**src/rtl/disp_share_arb_amisha_pkg.sv**
```systemverilog
// Shared definitions for the display-share arbiter: FSM state encodings,
// default idle display values and a small helper for the "other owner" lookup.
package disp_share_arb_amisha_pkg;

  typedef enum logic [1:0] {
    ST_IDLE = 2'd0,
    ST_GNT0 = 2'd1,
    ST_GNT1 = 2'd2
  } arb_state_e;

  localparam logic [15:0] IDLE_HEX_DEF = 16'h0000;
  localparam logic [3:0]  IDLE_DP_DEF  = 4'b1111;   // dp is active-low: all off

  // Grant state of the client that does not currently own the display.
  function automatic arb_state_e other_gnt(input arb_state_e s);
    return (s == ST_GNT0) ? ST_GNT1 : ST_GNT0;
  endfunction

endpackage

```
**src/rtl/disp_share_arb_amisha_if.sv**
```systemverilog
// Bundle of client request/data lines and display-mux outputs for the
// display-share arbiter.
//   master : client side (drives req/data/dp, observes grants and display)
//   slave  : arbiter side
interface disp_share_arb_amisha_if;
  logic        req0_amisha;
  logic [15:0] data0_amisha;
  logic [3:0]  dp0_amisha;
  logic        req1_amisha;
  logic [15:0] data1_amisha;
  logic [3:0]  dp1_amisha;
  logic        gnt0_amisha;
  logic        gnt1_amisha;
  logic [3:0]  hex3_amisha;
  logic [3:0]  hex2_amisha;
  logic [3:0]  hex1_amisha;
  logic [3:0]  hex0_amisha;
  logic [3:0]  dp_out_amisha;
  logic        switch_amisha;

  modport master (
    output req0_amisha, data0_amisha, dp0_amisha,
    output req1_amisha, data1_amisha, dp1_amisha,
    input  gnt0_amisha, gnt1_amisha,
    input  hex3_amisha, hex2_amisha, hex1_amisha, hex0_amisha,
    input  dp_out_amisha, switch_amisha
  );

  modport slave (
    input  req0_amisha, data0_amisha, dp0_amisha,
    input  req1_amisha, data1_amisha, dp1_amisha,
    output gnt0_amisha, gnt1_amisha,
    output hex3_amisha, hex2_amisha, hex1_amisha, hex0_amisha,
    output dp_out_amisha, switch_amisha
  );
endinterface

```
**src/rtl/disp_share_arb_amisha_hold_timer.sv**
```systemverilog
// Dwell timer for the display arbiter: saturating up-counter with
// synchronous clear, count enable and a flag at HOLD_CYCLES-1.
// Ports:
//   clk_amisha, reset_amisha : clock, async active-high reset
//   clr_amisha               : restart the dwell (priority over enable)
//   en_amisha                : count this cycle
//   at_max_amisha            : counter has reached HOLD_CYCLES-1
module disp_hold_timer #(
  parameter int HOLD_CYCLES = 50_000_000
) (
  input  logic clk_amisha,
  input  logic reset_amisha,
  input  logic clr_amisha,
  input  logic en_amisha,
  output logic at_max_amisha
);

  localparam int CW = $clog2(HOLD_CYCLES);
  localparam logic [CW-1:0] CNT_MAX = CW'(HOLD_CYCLES - 1);

  logic [CW-1:0] hold_cnt;

  assign at_max_amisha = (hold_cnt == CNT_MAX);

  // Saturates instead of wrapping so an uncontested owner sits at the
  // terminal value and a late contender is served on the next edge.
  always_ff @(posedge clk_amisha or posedge reset_amisha) begin
    if (reset_amisha)
      hold_cnt <= '0;
    else if (clr_amisha)
      hold_cnt <= '0;
    else if (en_amisha && !at_max_amisha)
      hold_cnt <= hold_cnt + 1'b1;
  end

endmodule

```
**src/rtl/disp_share_arb_amisha.sv**
```systemverilog
// Display-share arbiter: two clients compete for the 4-digit hex display.
// Round-robin tie-break, minimum dwell before a contested grant moves,
// immediate release when the owner drops its request.
// Ports:
//   clk_amisha, reset_amisha : clock, async active-high reset
//   bus (slave)              : client req/data/dp in; gnt, hex3..0, dp_out,
//                              switch pulse out (all registered)
//
//   state   | meaning
//   --------+-----------------------------------------------
//   IDLE    | nobody owns the display, idle pattern shown
//   GNT0    | client 0 owns the display
//   GNT1    | client 1 owns the display
module disp_share_arb_amisha
  import disp_share_arb_amisha_pkg::*;
#(
  parameter int          HOLD_CYCLES = 50_000_000,
  parameter logic [15:0] IDLE_HEX    = IDLE_HEX_DEF,
  parameter logic [3:0]  IDLE_DP     = IDLE_DP_DEF
) (
  input  logic                 clk_amisha,
  input  logic                 reset_amisha,
  disp_share_arb_amisha_if.slave bus
);

  arb_state_e  state_q, state_d;
  logic        rr_last_q;
  logic [15:0] disp_q, disp_d;
  logic [3:0]  dp_q, dp_d;
  logic        switch_q;
  logic        hold_at_max;
  logic        entering_gnt;

  assign entering_gnt = (state_d != state_q) && (state_d != ST_IDLE);

  disp_hold_timer #(.HOLD_CYCLES(HOLD_CYCLES)) u_hold_timer (
    .clk_amisha    (clk_amisha),
    .reset_amisha  (reset_amisha),
    .clr_amisha    (entering_gnt),
    .en_amisha     (state_q != ST_IDLE),
    .at_max_amisha (hold_at_max)
  );

  always_comb begin
    state_d = state_q;
    disp_d  = IDLE_HEX;
    dp_d    = IDLE_DP;

    case (state_q)
      ST_IDLE: begin
        // rr_last==1 means client 1 was served last, so client 0 wins a tie.
        if (bus.req0_amisha && bus.req1_amisha)
          state_d = rr_last_q ? ST_GNT0 : ST_GNT1;
        else if (bus.req0_amisha)
          state_d = ST_GNT0;
        else if (bus.req1_amisha)
          state_d = ST_GNT1;
      end
      ST_GNT0: begin
        if (!bus.req0_amisha)
          state_d = bus.req1_amisha ? ST_GNT1 : ST_IDLE;
        else if (bus.req1_amisha && hold_at_max)
          state_d = other_gnt(state_q);
      end
      ST_GNT1: begin
        if (!bus.req1_amisha)
          state_d = bus.req0_amisha ? ST_GNT0 : ST_IDLE;
        else if (bus.req0_amisha && hold_at_max)
          state_d = other_gnt(state_q);
      end
      default: state_d = ST_IDLE;
    endcase

    // Display follows the next owner so grant and digits change together.
    case (state_d)
      ST_GNT0: begin
        disp_d = bus.data0_amisha;
        dp_d   = bus.dp0_amisha;
      end
      ST_GNT1: begin
        disp_d = bus.data1_amisha;
        dp_d   = bus.dp1_amisha;
      end
      default: ;
    endcase
  end

  always_ff @(posedge clk_amisha or posedge reset_amisha) begin
    if (reset_amisha) begin
      state_q   <= ST_IDLE;
      rr_last_q <= 1'b1;
      disp_q    <= IDLE_HEX;
      dp_q      <= IDLE_DP;
      switch_q  <= 1'b0;
    end else begin
      state_q  <= state_d;
      disp_q   <= disp_d;
      dp_q     <= dp_d;
      switch_q <= (state_d != state_q);
      if (entering_gnt)
        rr_last_q <= (state_d == ST_GNT1);
    end
  end

  assign bus.gnt0_amisha   = (state_q == ST_GNT0);
  assign bus.gnt1_amisha   = (state_q == ST_GNT1);
  assign bus.hex3_amisha   = disp_q[15:12];
  assign bus.hex2_amisha   = disp_q[11:8];
  assign bus.hex1_amisha   = disp_q[7:4];
  assign bus.hex0_amisha   = disp_q[3:0];
  assign bus.dp_out_amisha = dp_q;
  assign bus.switch_amisha = switch_q;

endmodule

```
**src/flat_wrapper.sv**
```systemverilog
// flat-port wrapper written by rule: the top's interface ports become plain ports
module disp_share_arb_amisha_flat import disp_share_arb_amisha_pkg::*;
#(
  parameter int          HOLD_CYCLES = 50_000_000,
  parameter logic [15:0] IDLE_HEX    = IDLE_HEX_DEF,
  parameter logic [3:0]  IDLE_DP     = IDLE_DP_DEF
)
  (clk_amisha, reset_amisha, bus_req0_amisha, bus_data0_amisha, bus_dp0_amisha, bus_req1_amisha, bus_data1_amisha, bus_dp1_amisha, bus_gnt0_amisha, bus_gnt1_amisha, bus_hex3_amisha, bus_hex2_amisha, bus_hex1_amisha, bus_hex0_amisha, bus_dp_out_amisha, bus_switch_amisha);
  disp_share_arb_amisha_if bus_i ();
  input  logic clk_amisha;
  input  logic reset_amisha;
  input wire logic [$bits(bus_i.req0_amisha)-1:0] bus_req0_amisha;
  input wire logic [$bits(bus_i.data0_amisha)-1:0] bus_data0_amisha;
  input wire logic [$bits(bus_i.dp0_amisha)-1:0] bus_dp0_amisha;
  input wire logic [$bits(bus_i.req1_amisha)-1:0] bus_req1_amisha;
  input wire logic [$bits(bus_i.data1_amisha)-1:0] bus_data1_amisha;
  input wire logic [$bits(bus_i.dp1_amisha)-1:0] bus_dp1_amisha;
  output wire logic [$bits(bus_i.gnt0_amisha)-1:0] bus_gnt0_amisha;
  output wire logic [$bits(bus_i.gnt1_amisha)-1:0] bus_gnt1_amisha;
  output wire logic [$bits(bus_i.hex3_amisha)-1:0] bus_hex3_amisha;
  output wire logic [$bits(bus_i.hex2_amisha)-1:0] bus_hex2_amisha;
  output wire logic [$bits(bus_i.hex1_amisha)-1:0] bus_hex1_amisha;
  output wire logic [$bits(bus_i.hex0_amisha)-1:0] bus_hex0_amisha;
  output wire logic [$bits(bus_i.dp_out_amisha)-1:0] bus_dp_out_amisha;
  output wire logic [$bits(bus_i.switch_amisha)-1:0] bus_switch_amisha;
  assign bus_i.req0_amisha = bus_req0_amisha;
  assign bus_i.data0_amisha = bus_data0_amisha;
  assign bus_i.dp0_amisha = bus_dp0_amisha;
  assign bus_i.req1_amisha = bus_req1_amisha;
  assign bus_i.data1_amisha = bus_data1_amisha;
  assign bus_i.dp1_amisha = bus_dp1_amisha;
  assign bus_gnt0_amisha = bus_i.gnt0_amisha;
  assign bus_gnt1_amisha = bus_i.gnt1_amisha;
  assign bus_hex3_amisha = bus_i.hex3_amisha;
  assign bus_hex2_amisha = bus_i.hex2_amisha;
  assign bus_hex1_amisha = bus_i.hex1_amisha;
  assign bus_hex0_amisha = bus_i.hex0_amisha;
  assign bus_dp_out_amisha = bus_i.dp_out_amisha;
  assign bus_switch_amisha = bus_i.switch_amisha;
  disp_share_arb_amisha #(.HOLD_CYCLES(HOLD_CYCLES), .IDLE_HEX(IDLE_HEX), .IDLE_DP(IDLE_DP)) u_core (.clk_amisha(clk_amisha), .reset_amisha(reset_amisha), .bus(bus_i));
endmodule
```
**config.mk**
```make
export PLATFORM = sky130hd
export DESIGN_NAME = disp_share_arb_amisha_flat
export DESIGN_NICKNAME = d
export VERILOG_FILES = /design/src/rtl/disp_share_arb_amisha_pkg.sv /design/src/rtl/disp_share_arb_amisha_if.sv /design/src/rtl/disp_share_arb_amisha_hold_timer.sv /design/src/rtl/disp_share_arb_amisha.sv /design/src/flat_wrapper.sv
export SDC_FILE = /design/constraint.sdc
export NUM_CORES = 1
export LEC_CHECK = 0
export ABC_AREA = 1
export BUFFER_PORTS_ARGS = -buffer_cell sky130_fd_sc_hd__buf_2
export CORE_MARGIN = 2
export CORE_UTILIZATION = 45
export DETAILED_ROUTE_END_ITERATION = 8
export PLACE_DENSITY = 0.69
export SYNTH_ARGS = -nofsm -noshare
export SYNTH_HDL_FRONTEND = slang
export SYNTH_SLANG_ARGS = --single-unit
```
**constraint.sdc**
```tcl
create_clock -name clk_amisha -period 3.69 [get_ports clk_amisha]
set_input_delay 0.738 -clock clk_amisha [delete_from_list [all_inputs] [get_ports clk_amisha]]
set_output_delay 0.738 -clock clk_amisha [all_outputs]
set_load 0.02 [all_outputs]
```
# ---- Word level (Yosys, flattened, before mapping)
# Cells that the tools add are included.
dict set report totals {
  input_bits 44
  out_inout_bits 23
  wordCells 38
  regBits 50
}
dict set report op_classes {
  n_eq_ne 6
  n_reduce_logical 10
  addsub 1
  muxes 15
}
# op n
set ops {}
lappend ops {{26-bit two-way mux} 2}
lappend ops {{16-bit case mux with 2 select lines} 1}
lappend ops {{26-bit by 1-bit adder with 26-bit output, second input constant} 1}
lappend ops {{26-bit == test, second input constant} 1}
lappend ops {{2-bit two-way mux} 9}
lappend ops {{4-bit case mux with 2 select lines} 1}
lappend ops {{2-bit case mux with 3 select lines} 1}
lappend ops {{2-bit nonzero test} 3}
lappend ops {{1-bit logical AND} 5}
lappend ops {{2-bit by 1-bit == test with 1-bit output, second input constant} 2}
lappend ops {{2-bit == test, second input constant} 2}
lappend ops {{2-bit zero test} 1}
lappend ops {{2-bit inequality test} 1}
lappend ops {{1-bit zero test} 1}
lappend ops {{1-bit two-way mux} 1}

# ---- Logic depth before layout (Yosys ltp)
# Gate-level depths: netlist (run 1).
dict set report depth {
  word_depth 8
  mapped_depth 16
  mapped_depth_nobuf 15
}

# ---- By module
# From an unflattened synthesis (run 1), not the netlist that was laid out.
dict set report unflattened {
  hier_cells 418
  hier_area_um2 3000.4
}
# mod seq_area_each_um2 area_each_um2 cells_each n_inst
set by_module_without_submodules {}
lappend by_module_without_submodules {disp_hold_timer 650.6 1811.7 286 1}
lappend by_module_without_submodules {disp_share_arb_amisha 606.8 1188.6 132 1}

# ---- Worst setup path after synthesis (run 1)
# Ideal clock, no wire load.
dict set report synth_timing {
  kind {flip-flop to flip-flop}
  startpoint {register u_core.u_hold_timer.hold_cnt[0]}
  endpoint {register u_core.disp_q[10]}
  t_required_ns 3.612
  arrival_time_ns 2.109
  synth_period_minus_slack_ns 2.187
  stages_incl_launch_ff 16
  setup_slack_ns 1.503
  cell_sequence {dfrtp_1 ha_1 inv_2 nor2_4 nand2_2 nor2_4 nand3_2 nand2_1 nand2_1 nand2_1 nor2_1 ha_1 clkbuf_1 clkbuf_1 nand2_1 a21oi_1}
}
dict set report synth_between {
  elab_chain_len 7
  elab_cells_between_ends 11
  classes_between {3 x eq/ne; 6 x mux; 2 x reduce/logical}
}
# element line
set synth_rtl {}
lappend synth_rtl {{from (decl)} disp_share_arb_amisha_hold_timer.sv:21} ;# logic [CW-1:0] hold_cnt;
lappend synth_rtl {{from (signal assigned)} disp_share_arb_amisha_hold_timer.sv:33} ;# hold_cnt <= hold_cnt + 1'b1;
lappend synth_rtl {{26-bit == test (*)} disp_share_arb_amisha_hold_timer.sv:23} ;# assign at_max_amisha = (hold_cnt == CNT_MAX);
lappend synth_rtl {{1-bit logical AND, on equally long branches} {disp_share_arb_amisha.sv:68, disp_share_arb_amisha.sv:62}}
lappend synth_rtl {{2-bit two-way mux, on equally long branches} {disp_share_arb_amisha.sv:68, disp_share_arb_amisha.sv:62}}
lappend synth_rtl {{2-bit two-way mux, on equally long branches} {disp_share_arb_amisha.sv:66, disp_share_arb_amisha.sv:60}}
lappend synth_rtl {{2-bit case mux with 3 select lines (*)} disp_share_arb_amisha.sv:49} ;# case (state_q)
lappend synth_rtl {{2-bit == test or 2-bit by 1-bit == test with 1-bit output (tied branches)} disp_share_arb_amisha.sv:75} ;# case (state_d)
lappend synth_rtl {{16-bit case mux with 2 select lines (*)} disp_share_arb_amisha.sv:75}
lappend synth_rtl {{via u_core.disp_d[10]} disp_share_arb_amisha.sv:28} ;# logic [15:0] disp_q, disp_d;
lappend synth_rtl {{to (signal assigned)} disp_share_arb_amisha.sv:97} ;# disp_q <= disp_d;
lappend synth_rtl {{to (decl)} disp_share_arb_amisha.sv:28}
# Mark *: on every way through the listed nets, which the timed path passes. The rest lies on a longest branch.
# A chain may end at the register's enable or synchronous reset.

# ---- Final worst setup path (run 1)
dict set report layout_timing {
  startpoint {register u_core.u_hold_timer.hold_cnt[0]}
  endpoint {register u_core.dp_q[0] (netlist: u_core.bus.dp_out_amisha[0])}
}
dict set report layout_between {
  elab_chain_len 7
  elab_cells_between_ends 11
  classes_between {3 x eq/ne; 6 x mux; 2 x reduce/logical}
}
# element line
set layout_rtl {}
lappend layout_rtl {{26-bit == test (*)} disp_share_arb_amisha_hold_timer.sv:23}
lappend layout_rtl {{1-bit logical AND, on equally long branches} {disp_share_arb_amisha.sv:68, disp_share_arb_amisha.sv:62}}
lappend layout_rtl {{2-bit two-way mux, on equally long branches} {disp_share_arb_amisha.sv:68, disp_share_arb_amisha.sv:62}}
lappend layout_rtl {{2-bit two-way mux, on equally long branches} {disp_share_arb_amisha.sv:66, disp_share_arb_amisha.sv:60}}
lappend layout_rtl {{2-bit case mux with 3 select lines (*)} disp_share_arb_amisha.sv:49}
lappend layout_rtl {{via u_core.state_d[0]} disp_share_arb_amisha.sv:26} ;# arb_state_e state_q, state_d;
lappend layout_rtl {{2-bit == test or 2-bit by 1-bit == test with 1-bit output (tied branches)} disp_share_arb_amisha.sv:75}
lappend layout_rtl {{4-bit case mux with 2 select lines (*)} disp_share_arb_amisha.sv:75}
lappend layout_rtl {{via u_core.dp_d[0]} disp_share_arb_amisha.sv:29} ;# logic [3:0] dp_q, dp_d;
lappend layout_rtl {{to (signal assigned)} disp_share_arb_amisha.sv:98} ;# dp_q <= dp_d;
lappend layout_rtl {{to (decl)} disp_share_arb_amisha.sv:29}
# Marks and branches as above.

==> impl_metrics.yaml, run 1 <==
detailed_routing:
  firstDrtPassIters: 4
  vias: 2227
  drt_first_iter_violations: 126
  ant_nets: 0
  sum_of_routed_wire_length_over_all_layers_um: 5421
  drcViolationCount: 0
  avgViaCountPerCell: 4.800
  detail_route.wl_per_cell_um: 11.68
clock_network:
  cts.htree.levels: 2
  clock_path_buffers: 2
  cts.clk_slew.worst_paths_ps: 100
  cts_resized: 0
  cell_at_the_root_of_the_clock_tree: "clkbuf_8"
  postCtsSetupRepairBufs: 0
  cts_hold_buffers: 0
  clock_tree_from_tritoncts: "built"
  cts_sinks: 50
  clock_insertion_delay_worst_skew_ps: 310
  tritoncts.num_buffers: 5
die:
  design.core.area_mm2: 0.005956
  io_pins: 67
  core.rowCount: 28
  area_of_the_die_mm2: 0.006855
  die-width_um: 82.80
  dieHeight_um: 82.80
  initial_core_util_pct: 46.91
synthesis:
  mean_instance_size_in_the_synthesized_netlist_um2: 8.623
  synth-edff-count: 0
  yosysTopAreaCellShare_pct: 40.30
  synth_area_leader_cell: "dfrtp_1"
  synth_seq_cells: 50
  cell_count_after_synthesis: 324
  ys_top_cells_by_area: "dfrtp_1 (40%), nand2_1 (11%), nor2_4 (9.3%)"
  synth_ff_type: "dfrtp_1"
  synth.lib_cells_used.distinct: 30
  synthMostInstantiatedCell: "nand2_1"
  syn-num-nets: 373
  yosysWarnings: 0
  synth_area_mm2: 0.002794
  synth_seq_area_share_pct: 45.01
  asyncSetResetFlopFracSynth_pct: 100.0
  netlist_top_cells_count: "nand2_1 (83), dfrtp_1 (45), nor2_1 (40)"
place:
  routability_congestion: 0.8469
  place.detailed.hpwl_um: 3996
  io_buffers: 66
  detailed_place.area_mm2: 0.003151
timing:
  setup-tns-final_ps: 0
  grt_setup_unrepaired: "no"
  clock.fmax_mhz: 405.6
  worst_hold_slack_ps: 474.6
  fin_skew_ps: 8.847
  finalSetupViolations: 0
  min_period_ps: 2466
  max-slew-margin-rel_pct: 32.66
  share_of_the_clock_period_used_by_the_worst_path_pct: 66.82
  max_slew.worst_pin.slew_ps: 1009
  finalHoldViolations: 0
  slew_violations: 0
grt:
  first_global_vias: 2206
  antenna_found_initial: 0
  globalRouteTotalUtil_pct: 18.19
  globalRouteOverflowTotal: 0
  wire_length_of_the_first_global_routing_pass_um: 9501
  maximum_number_of_pins_on_one_net_before_global_route_repair: 51
power_and_ir_drop:
  peakVddDrop_v: 0.0004978
  power.static_leakage_nw: 1.486
  pwr_density_cell_mw_per_mm2: 689.1
finish:
  fin_nets: 437
  final_cell_area_mm2: 0.003251
  layout_fillers: 588
  antennaDiodeCount: 0
  drive_above_1_share_pct: 32.13
  area_growth_pct: 16.35
worst_setup_path:
  timing_worst_setup_path_type: "reg2reg"
  cell_breakdown_of_the_critical_path: "ha_1 > inv_2 > nor2_4 > nand2_2 > nor2_4 > nand3_1 > nand2_1 > nor2_1 > nor2_1 > inv_1 > ha_1 > a221o_1"
  critical-path-top-delay-family: "simple AND/OR/NAND/NOR gates"
  critical_path.max_fanout: 20
  timing.critical_path.arrival_ps: 2710
  critical_path_buf_inv_count: 2
  timing.critical_path.slowest_stage_cell: "ha_1"
  cpPeakStageDelay_ps: 440
  critical_path.endpoint_type: "flop"
  crit_path_launch_type: "flop"
  crit_required_ps: 3930
worst_hold_path:
  worst_hold_check_path_type: "reg2reg"
run:
  drv_cap: 0
outcome:
  result_of_the_run: "finished clean"
==> report_power, final <==
part | internal (mW) | total [mW] | switching, mW
sequential | 0.710 | 0.766 | 0.0558
clock | 0.155 | 0.347 | 0.192
combinational | 0.314 | 1.13 | 0.813
total | 1.18 | 2.24 | 1.06
==> logic make-up (layout without fill, tap and decap cells) <==
| group | Yosys count | count (layout) | share of synthesized area [%] |
|---|---|---|---|
| simple gates | 183 | 183 | 34.44 |
| flops | 50 | 50 | 45.01 |
| buf+inv | 42 | 107 | 7.031 |
| compound gates | 26 | 26 | 5.643 |
| xor+xnor | 18 | 18 | 5.643 |
| fa+ha+maj | 5 | 5 | 2.239 |
==> metal layers <==
layer / GRT usage [%] / wire length (um) / vias to the layer above
met5: 0 / 0 / -
met1: 21.67 / 2306 / 1017
li1: - / - / 1137
met4: 5.410 / 59 / 0
met3: 8.009 / 452 / 4
met2: 29.76 / 2603 / 69
==> stage by stage <==
stage	utilization [%]	setup WS [ps]	power (mW)	cells
final	54.58	1224	2.240	464
after global routing	54.58	925.2	2.428	464
after CTS	54.58	1201	2.277	464
after detailed placement	52.90	1175	1.922	456
after global placement	52.90	1264	1.901	456
after floorplan	-	1503	1.734	324
==> flip-flops by register name, summed over array words and instances, names as in the netlist <==
signal                        flops
u_core.rr_last_q                  1
u_core.bus.switch_amisha          1
u_core.state_q                    2
u_core.bus.dp_out_amisha          4
u_core.u_hold_timer.hold_cnt     26
u_core.disp_q                    16
==> cells in the final DEF, fill, tap and decap left out, drive strengths merged, types with 7 or more instances in the layout <==
cell and instances:
buf 66, nand3 14, dfrtp 45, nor2 66, nand2 89, xnor2 7
a21oi 17, inv 33, xor2 11
==> layout make-up <==
type                    count  area (um2)  area share [%]
inverters                  33       128.9           3.965
clock buffers               6       82.58           2.540
flip-flops and latches     50        1257           38.68
repair buffers             66       330.3           10.16
well taps                  75       93.84           2.887
multi-input cells         232        1340           41.22
clock inverters             2       17.52          0.5389
==> final timing paths <==
check,startpoint,to,slack [ps],cells past startpoint
worst max-delay path,u_core.u_hold_timer.hold_cnt[0],u_core.bus.dp_out_amisha[0],1220,12
worst min-delay path,u_core.rr_last_q,u_core.rr_last_q,470,2
worst max register to register,u_core.u_hold_timer.hold_cnt[0],u_core.bus.dp_out_amisha[0],1220,12
worst min register to register,u_core.rr_last_q,u_core.rr_last_q,470,2
max in group asynchronous,reset_amisha,u_core.u_hold_timer.hold_cnt[23],2400,2
min in group asynchronous,reset_amisha,u_core.disp_q[6],660,2
==> worst register-to-register path, stage by stage, from the launching register on <==
cell and delay, ps:
dfrtp_1 400, ha_1 180, inv_2 60, nor2_4 120, nand2_2 70, nor2_4 120
nand3_1 100, nand2_1 110, nor2_1 50, nor2_1 240, inv_1 110, ha_1 440
a221o_1 410
(Power assumes the default switching activity.)
==> inputs of run 2 (changes only) <==
Settings changed: ABC_AREA 1 to 0, PLACE_DENSITY 0.69 to 0.7.
Clock period 3.69 ns to 2.4 ns, I/O delays scaled along.
==> run 2 against run 1 <==
Routed wire length is 25% higher. Sequential power increased by 29%. Highest routed layer unchanged. Largest power group is now sequential cells. Combinational power decreased by 37%. Sequential share of layout area fell by 4.4 points. The run now ends with setup timing left. Largest cell class unchanged.
==> impl_metrics.yaml, run 2 <==
clock_network:
  clock_tree_from_tritoncts: "built"
  cts.htree.levels: 2
  clock_insertion_delay_worst_skew_ps: 310
  clock_path_buffers: 2
  tritoncts.num_buffers: 5
  cell_at_the_root_of_the_clock_tree: "clkbuf_8"
  cts.clk_slew.worst_paths_ps: 100
  cts_sinks: 50
worst_setup_path:
  critical_path.endpoint_type: "flop"
  regToRegSetupSlack_ps: -110
  timing_worst_setup_path_type: "reg2reg"
  crit_required_ps: 2640
  crit_path_launch_type: "flop"
  critical_path.max_fanout: 2
  timing.critical_path.arrival_ps: 2760
  crit-reg2reg-capture: "u_core.rr_last_q"
  regToRegStartpoint: "u_core.u_hold_timer.hold_cnt[8]"
  rr_worst_depth: 9
grt:
  antenna_found_initial: 0
  first_global_vias: 2332
  globalRouteOverflowTotal: 0
  maximum_number_of_pins_on_one_net_before_global_route_repair: 27
  globalRouteTotalUtil_pct: 21.20
  wire_length_of_the_first_global_routing_pass_um: 10610
worst_hold_path:
  worst_hold_check_path_type: "in2async"
timing:
  finalSetupViolations: 27
  grt_setup_unrepaired: "yes"
  min_period_ps: 2514
  slew_violations: 0
  share_of_the_clock_period_used_by_the_worst_path_pct: 104.7
  worst_hold_slack_ps: 196.8
  finalHoldViolations: 0
  max_slew.worst_pin.slew_ps: 588.0
  clock.fmax_mhz: 397.8
  worst_slack_ps: -113.6
  max-slew-margin-rel_pct: 59.78
  fin_skew_ps: 3.183
finish:
  max_flop_register: "u_core.u_hold_timer.hold_cnt"
  final_core_utilization_pct: 66.24
  fin_nets: 409
  largest_register_ff_count: 26
  antennaDiodeCount: 0
  area_growth_pct: 41.69
  layout_common_cells: "buf_2 (66), dfrtp_1 (45), buf_4 (43), a22oi_1 (20), nor2b_1 (19)"
  final_cell_area_mm2: 0.003670
  drive_above_1_share_pct: 47.92
  layout.cells.most_common: "buf_2"
  multi_input_comb_area_mm2: 0.001428
  layout_fillers: 457
  seqCellArea_mm2: 0.001257
detailed_routing:
  drcViolationCount: 0
  firstDrtPassIters: 4
  sum_of_routed_wire_length_over_all_layers_um: 6783
  vias: 2395
  avgViaCountPerCell: 5.531
  detail_route.wl_per_cell_um: 15.67
  drt_first_iter_violations: 109
  ant_nets: 0
die:
  initial_core_util_pct: 46.75
  dieHeight_um: 79.87
  die-width_um: 79.87
  io_pins: 67
  design.core.area_mm2: 0.005540
  area_of_the_die_mm2: 0.006378
  core.rowCount: 27
place:
  io_buffers: 66
  place.detailed.hpwl_um: 4624
  detailed_place.area_mm2: 0.003337
  routability_congestion: 0.8502
  dp_worst_setup_slack_ps: -317.4
synthesis:
  asyncSetResetFlopFracSynth_pct: 100.0
  synth-edff-count: 0
  yosysTopAreaCellShare_pct: 43.48
  netlist_top_cells_count: "dfrtp_1 (45), a22oi_1 (20), nor2_1 (19), nor2b_1 (19)"
  synth_area_leader_cell: "dfrtp_1"
  synth_ff_type: "dfrtp_1"
  synth_seq_cells: 50
  ys_top_cells_by_area: "dfrtp_1 (43%), a22oi_1 (5.8%), dfstp_2 (5.1%)"
  synth_area_mm2: 0.002590
  syn-num-nets: 301
  cell_count_after_synthesis: 252
  synth_seq_area_share_pct: 48.55
  mean_instance_size_in_the_synthesized_netlist_um2: 10.28
  yosysWarnings: 0
  synthMostInstantiatedCell: "dfrtp_1"
  synth.lib_cells_used.distinct: 47
outcome:
  result_of_the_run: "finished with violations"
  failed_checks: "setup timing"
power_and_ir_drop:
  finalPower_mw: 2.217
  peakVddDrop_v: 0.0003593
  pwr_density_cell_mw_per_mm2: 604.1
  power.static_leakage_nw: 1.652
run:
  drv_cap: 0
## run 2: changes by cell type after synthesis, moves of 19 or more
cell / change
inv_1: -20
a22oi_1: +20
nand2_1: -72
nor2b_1: +19
nor2_4: -23
nor2_1: -21
## run 2: worst max path at each step
stage / startpoint / end / slack [ps] / cells after the start
2_1_floorplan: u_core.u_hold_timer.hold_cnt[0] / u_core.rr_last_q / -290 / 10
3_3_place_gp: u_core.u_hold_timer.hold_cnt[8] / u_core.u_hold_timer.hold_cnt[11] / -320 / 9
3_5_place_dp: u_core.u_hold_timer.hold_cnt[8] / u_core.disp_q[5] / -320 / 9
4_1_cts: u_core.u_hold_timer.hold_cnt[10] / u_core.rr_last_q / -40 / 9
5_1_grt: u_core.u_hold_timer.hold_cnt[8] / u_core.rr_last_q / -250 / 9
6_report: u_core.u_hold_timer.hold_cnt[8] / u_core.rr_last_q / -110 / 9
## run 2: worst max-delay path: stages, from the launching register on
cell      delay (ps)
dfrtp_1          420
nor4b_4          330
nand4_1          190
nor3_2           220
o21ai_2           80
a221o_1          330
ha_2             200
a311oi_4         230
buf_4            160
mux2_4           280
## run 2: cell families (layout without fill, tap and decap cells)
logic type / after synthesis / in the layout / synth area share, %
mux: 3 / 3 / 1.208
xor+xnor: 16 / 16 / 5.410
simple gates: 96 / 96 / 21.60
flops: 50 / 50 / 48.55
buf+inv: 20 / 129 / 3.236
compound gates: 62 / 62 / 17.58
fa+ha+maj: 5 / 5 / 2.415
## run 2: report_power, final
| part | internal, mW | switching [mW] | total, mW |
|---|---|---|---|
| Combinational | 0.333 | 0.378 | 0.711 |
| Sequential | 0.941 | 0.0461 | 0.987 |
| Clock | 0.212 | 0.307 | 0.519 |
| Total | 1.49 | 0.731 | 2.22 |
## run 2: per-layer routing
| layer | global-route usage [%] | share of wire (%) |
|---|---|---|
| met1 | 26.53 | 41 |
| met2 | 35.71 | 50 |
| met3 | 6.109 | 6.7 |
| met4 | 6.102 | 1.5 |
| met5 | 0 | 0 |
## run 2: final cells by class
class / count / share of cell area [%]
flip-flops and latches: 50 / 34.27
clock inverters: 3 / 0.6137
clock buffers: 5 / 1.875
multi-input cells: 182 / 38.90
inverters: 5 / 0.5114
well taps: 72 / 2.455
repair buffers: 116 / 21.38
## run 2: metrics by stage
step	cells	TNS, ps
after global placement	419	-12010
after floorplan	252	-7117
after detailed placement	419	-12560
after global routing	433	-8732
after CTS	430	-814.9
final	433	-2604
## run 2: repair_timing
action                     CTS  global route
setup buffers                2             2
gates cloned                 1             1
hold buffers                 0             0
setup endpoints to repair   47            47
gates resized for setup     11            38
pin swaps                    5             9
==> inputs of run 3 (changes only) <==
==> constraint.sdc (replaced) <==
create_clock -name clk_amisha -period 2.9 [get_ports clk_amisha]
set_input_delay 0.435 -clock clk_amisha [delete_from_list [all_inputs] [get_ports clk_amisha]]
set_output_delay 0.435 -clock clk_amisha [all_outputs]
set_load 0.02 [all_outputs]
==> run 3 against run 2 <==
The flow now finishes without violations. Sequential cell count unchanged. Via count fell by 5.9%. Hold slack worse by 41 ps. Design area fell by 13%. Clock skew increased by 4.9 ps. Non-clock buffer count is 33 lower. Combinational power fell by 34%. Clock power fell by 22%. Core utilization shrank 8.5 points. Global-route usage down 0.80 points. Sequential power shrank 16%. Critical path depth up 1. Largest cell class unchanged.
==> impl_metrics.yaml, run 3 (synthesis gave the netlist of run 2 again) <==
clock_network:
  cts_sinks: 50
  cts_hold_buffers: 0
  clock_tree_from_tritoncts: "built"
  clock_insertion_delay_worst_skew_ps: 310
  cell_at_the_root_of_the_clock_tree: "clkbuf_8"
  cts.htree.levels: 2
  clock_path_buffers: 2
  cts.clk_slew.worst_paths_ps: 90
  tritoncts.num_buffers: 5
finish:
  layout.cells.most_common: "buf_2"
  drive_above_1_share_pct: 32.93
  layout_common_cells: "buf_2 (66), dfrtp_1 (45), a22oi_1 (20), nor2b_1 (19), nor2_1 (19)"
  multi_input_comb_area_mm2: 0.001280
  fin_nets: 376
  layout_fillers: 513
  max_flop_register: "u_core.u_hold_timer.hold_cnt"
  antennaDiodeCount: 0
  seqCellArea_mm2: 0.001257
  area_growth_pct: 23.48
  largest_register_ff_count: 26
grt:
  wire_length_of_the_first_global_routing_pass_um: 10260
  antenna_found_initial: 0
  maximum_number_of_pins_on_one_net_before_global_route_repair: 27
  globalRouteOverflowTotal: 0
  globalRouteTotalUtil_pct: 20.40
  first_global_vias: 2070
timing:
  finalHoldViolations: 0
  max-slew-margin-rel_pct: 58.58
  worst_hold_slack_ps: 155.7
  setup-tns-final_ps: 0
  min_period_ps: 2818
  fin_skew_ps: 8.065
  max_slew.worst_pin.slew_ps: 605.6
  clock.fmax_mhz: 354.9
  slew_violations: 0
  share_of_the_clock_period_used_by_the_worst_path_pct: 97.16
  finalSetupViolations: 0
detailed_routing:
  avgViaCountPerCell: 5.633
  vias: 2253
  drt_first_iter_violations: 210
  drcViolationCount: 0
  sum_of_routed_wire_length_over_all_layers_um: 6194
  firstDrtPassIters: 4
  detail_route.wl_per_cell_um: 15.49
  ant_nets: 0
worst_setup_path:
  critical_path.max_fanout: 7
  timing_worst_setup_path_type: "reg2reg"
  critical_path.endpoint_type: "flop"
  regToRegSetupSlack_ps: 80
  crit_required_ps: 3090
  rr_worst_depth: 10
  timing.critical_path.arrival_ps: 3010
  crit-reg2reg-capture: "u_core.u_hold_timer.hold_cnt[24]"
  regToRegStartpoint: "u_core.u_hold_timer.hold_cnt[7]"
  crit_path_launch_type: "flop"
power_and_ir_drop:
  power.static_leakage_nw: 1.435
  peakVddDrop_v: 0.0002826
  pwr_density_cell_mw_per_mm2: 530.7
outcome:
  result_of_the_run: "finished clean"
die:
  io_pins: 67
  design.core.area_mm2: 0.005540
  core.rowCount: 27
  initial_core_util_pct: 46.75
  area_of_the_die_mm2: 0.006378
  dieHeight_um: 79.87
  die-width_um: 79.87
place:
  io_buffers: 66
  routability_congestion: 0.8047
  place.detailed.hpwl_um: 4524
run:
  drv_cap: 0
worst_hold_path:
  worst_hold_check_path_type: "in2async"
-- run 3: timing repair --
| action | in CTS | in global routing |
|---|---|---|
| gates cloned | 0 | 1 |
| buffers inserted | 0 | 4 |
| endpoints found under the setup margin | 5 | 37 |
| resized for setup | 1 | 9 |
-- run 3: area by class of cell --
cell class / count / area share, %
Inverter: 5 / 0.5869
Clock buffer: 6 / 2.269
Timing Repair Buffer: 83 / 14.55
Sequential cell: 50 / 39.32
Multi-Input combinational cell: 182 / 40.02
Clock inverter: 2 / 0.4304
Tap cell: 72 / 2.817
-- run 3: per-layer routing --
layer  up-vias  GRT usage (%)  wire length [um]
met1      1088          28.34              2714
li1       1076              -                 -
met5         -              0                 0
met4         0          4.068                51
met2        84          31.68              2948
met3         5          6.222               479
-- run 3: worst max path at each step --
stage / startpoint / end / cells past startpoint
detailed placement: u_core.u_hold_timer.hold_cnt[0] / u_core.disp_q[8] / 10
finish: u_core.u_hold_timer.hold_cnt[7] / u_core.u_hold_timer.hold_cnt[24] / 10
global route: u_core.u_hold_timer.hold_cnt[1] / u_core.u_hold_timer.hold_cnt[24] / 12
CTS: u_core.u_hold_timer.hold_cnt[0] / u_core.disp_q[10] / 10
floorplan: u_core.u_hold_timer.hold_cnt[8] / u_core.disp_q[10] / 11
global placement: u_core.u_hold_timer.hold_cnt[0] / u_core.disp_q[8] / 10
-- run 3: per-stage QoR --
stage | power [mW] | instances | setup slack, ps | instance area [um2] | util, %
CTS | 1.667 | 395 | 136.4 | 3124 | 56.39
global placement | 1.249 | 387 | 160.5 | 3035 | 54.79
floorplan | 1.116 | 252 | 72.15 | 2590 | -
detailed placement | 1.261 | 387 | -22.32 | 3035 | 54.79
finish | 1.697 | 400 | 82.30 | 3198 | 57.72
global route | 1.792 | 400 | -22.43 | 3198 | 57.72
-- run 3: report_power, final --
part | internal, mW | switching (mW) | total (mW)
Clock | 0.171 | 0.235 | 0.406
Combinational | 0.201 | 0.266 | 0.466
Sequential | 0.779 | 0.0461 | 0.825
-- run 3: critical path, stage by stage (launching register included) --
cell,delay [ps]
dfrtp_1,440
nor4_1,420
nand4_1,200
nor3_2,190
o21ai_0,140
a221o_1,390
ha_1,260
a311oi_4,310
buf_4,180
buf_6,120
a21oi_1,40
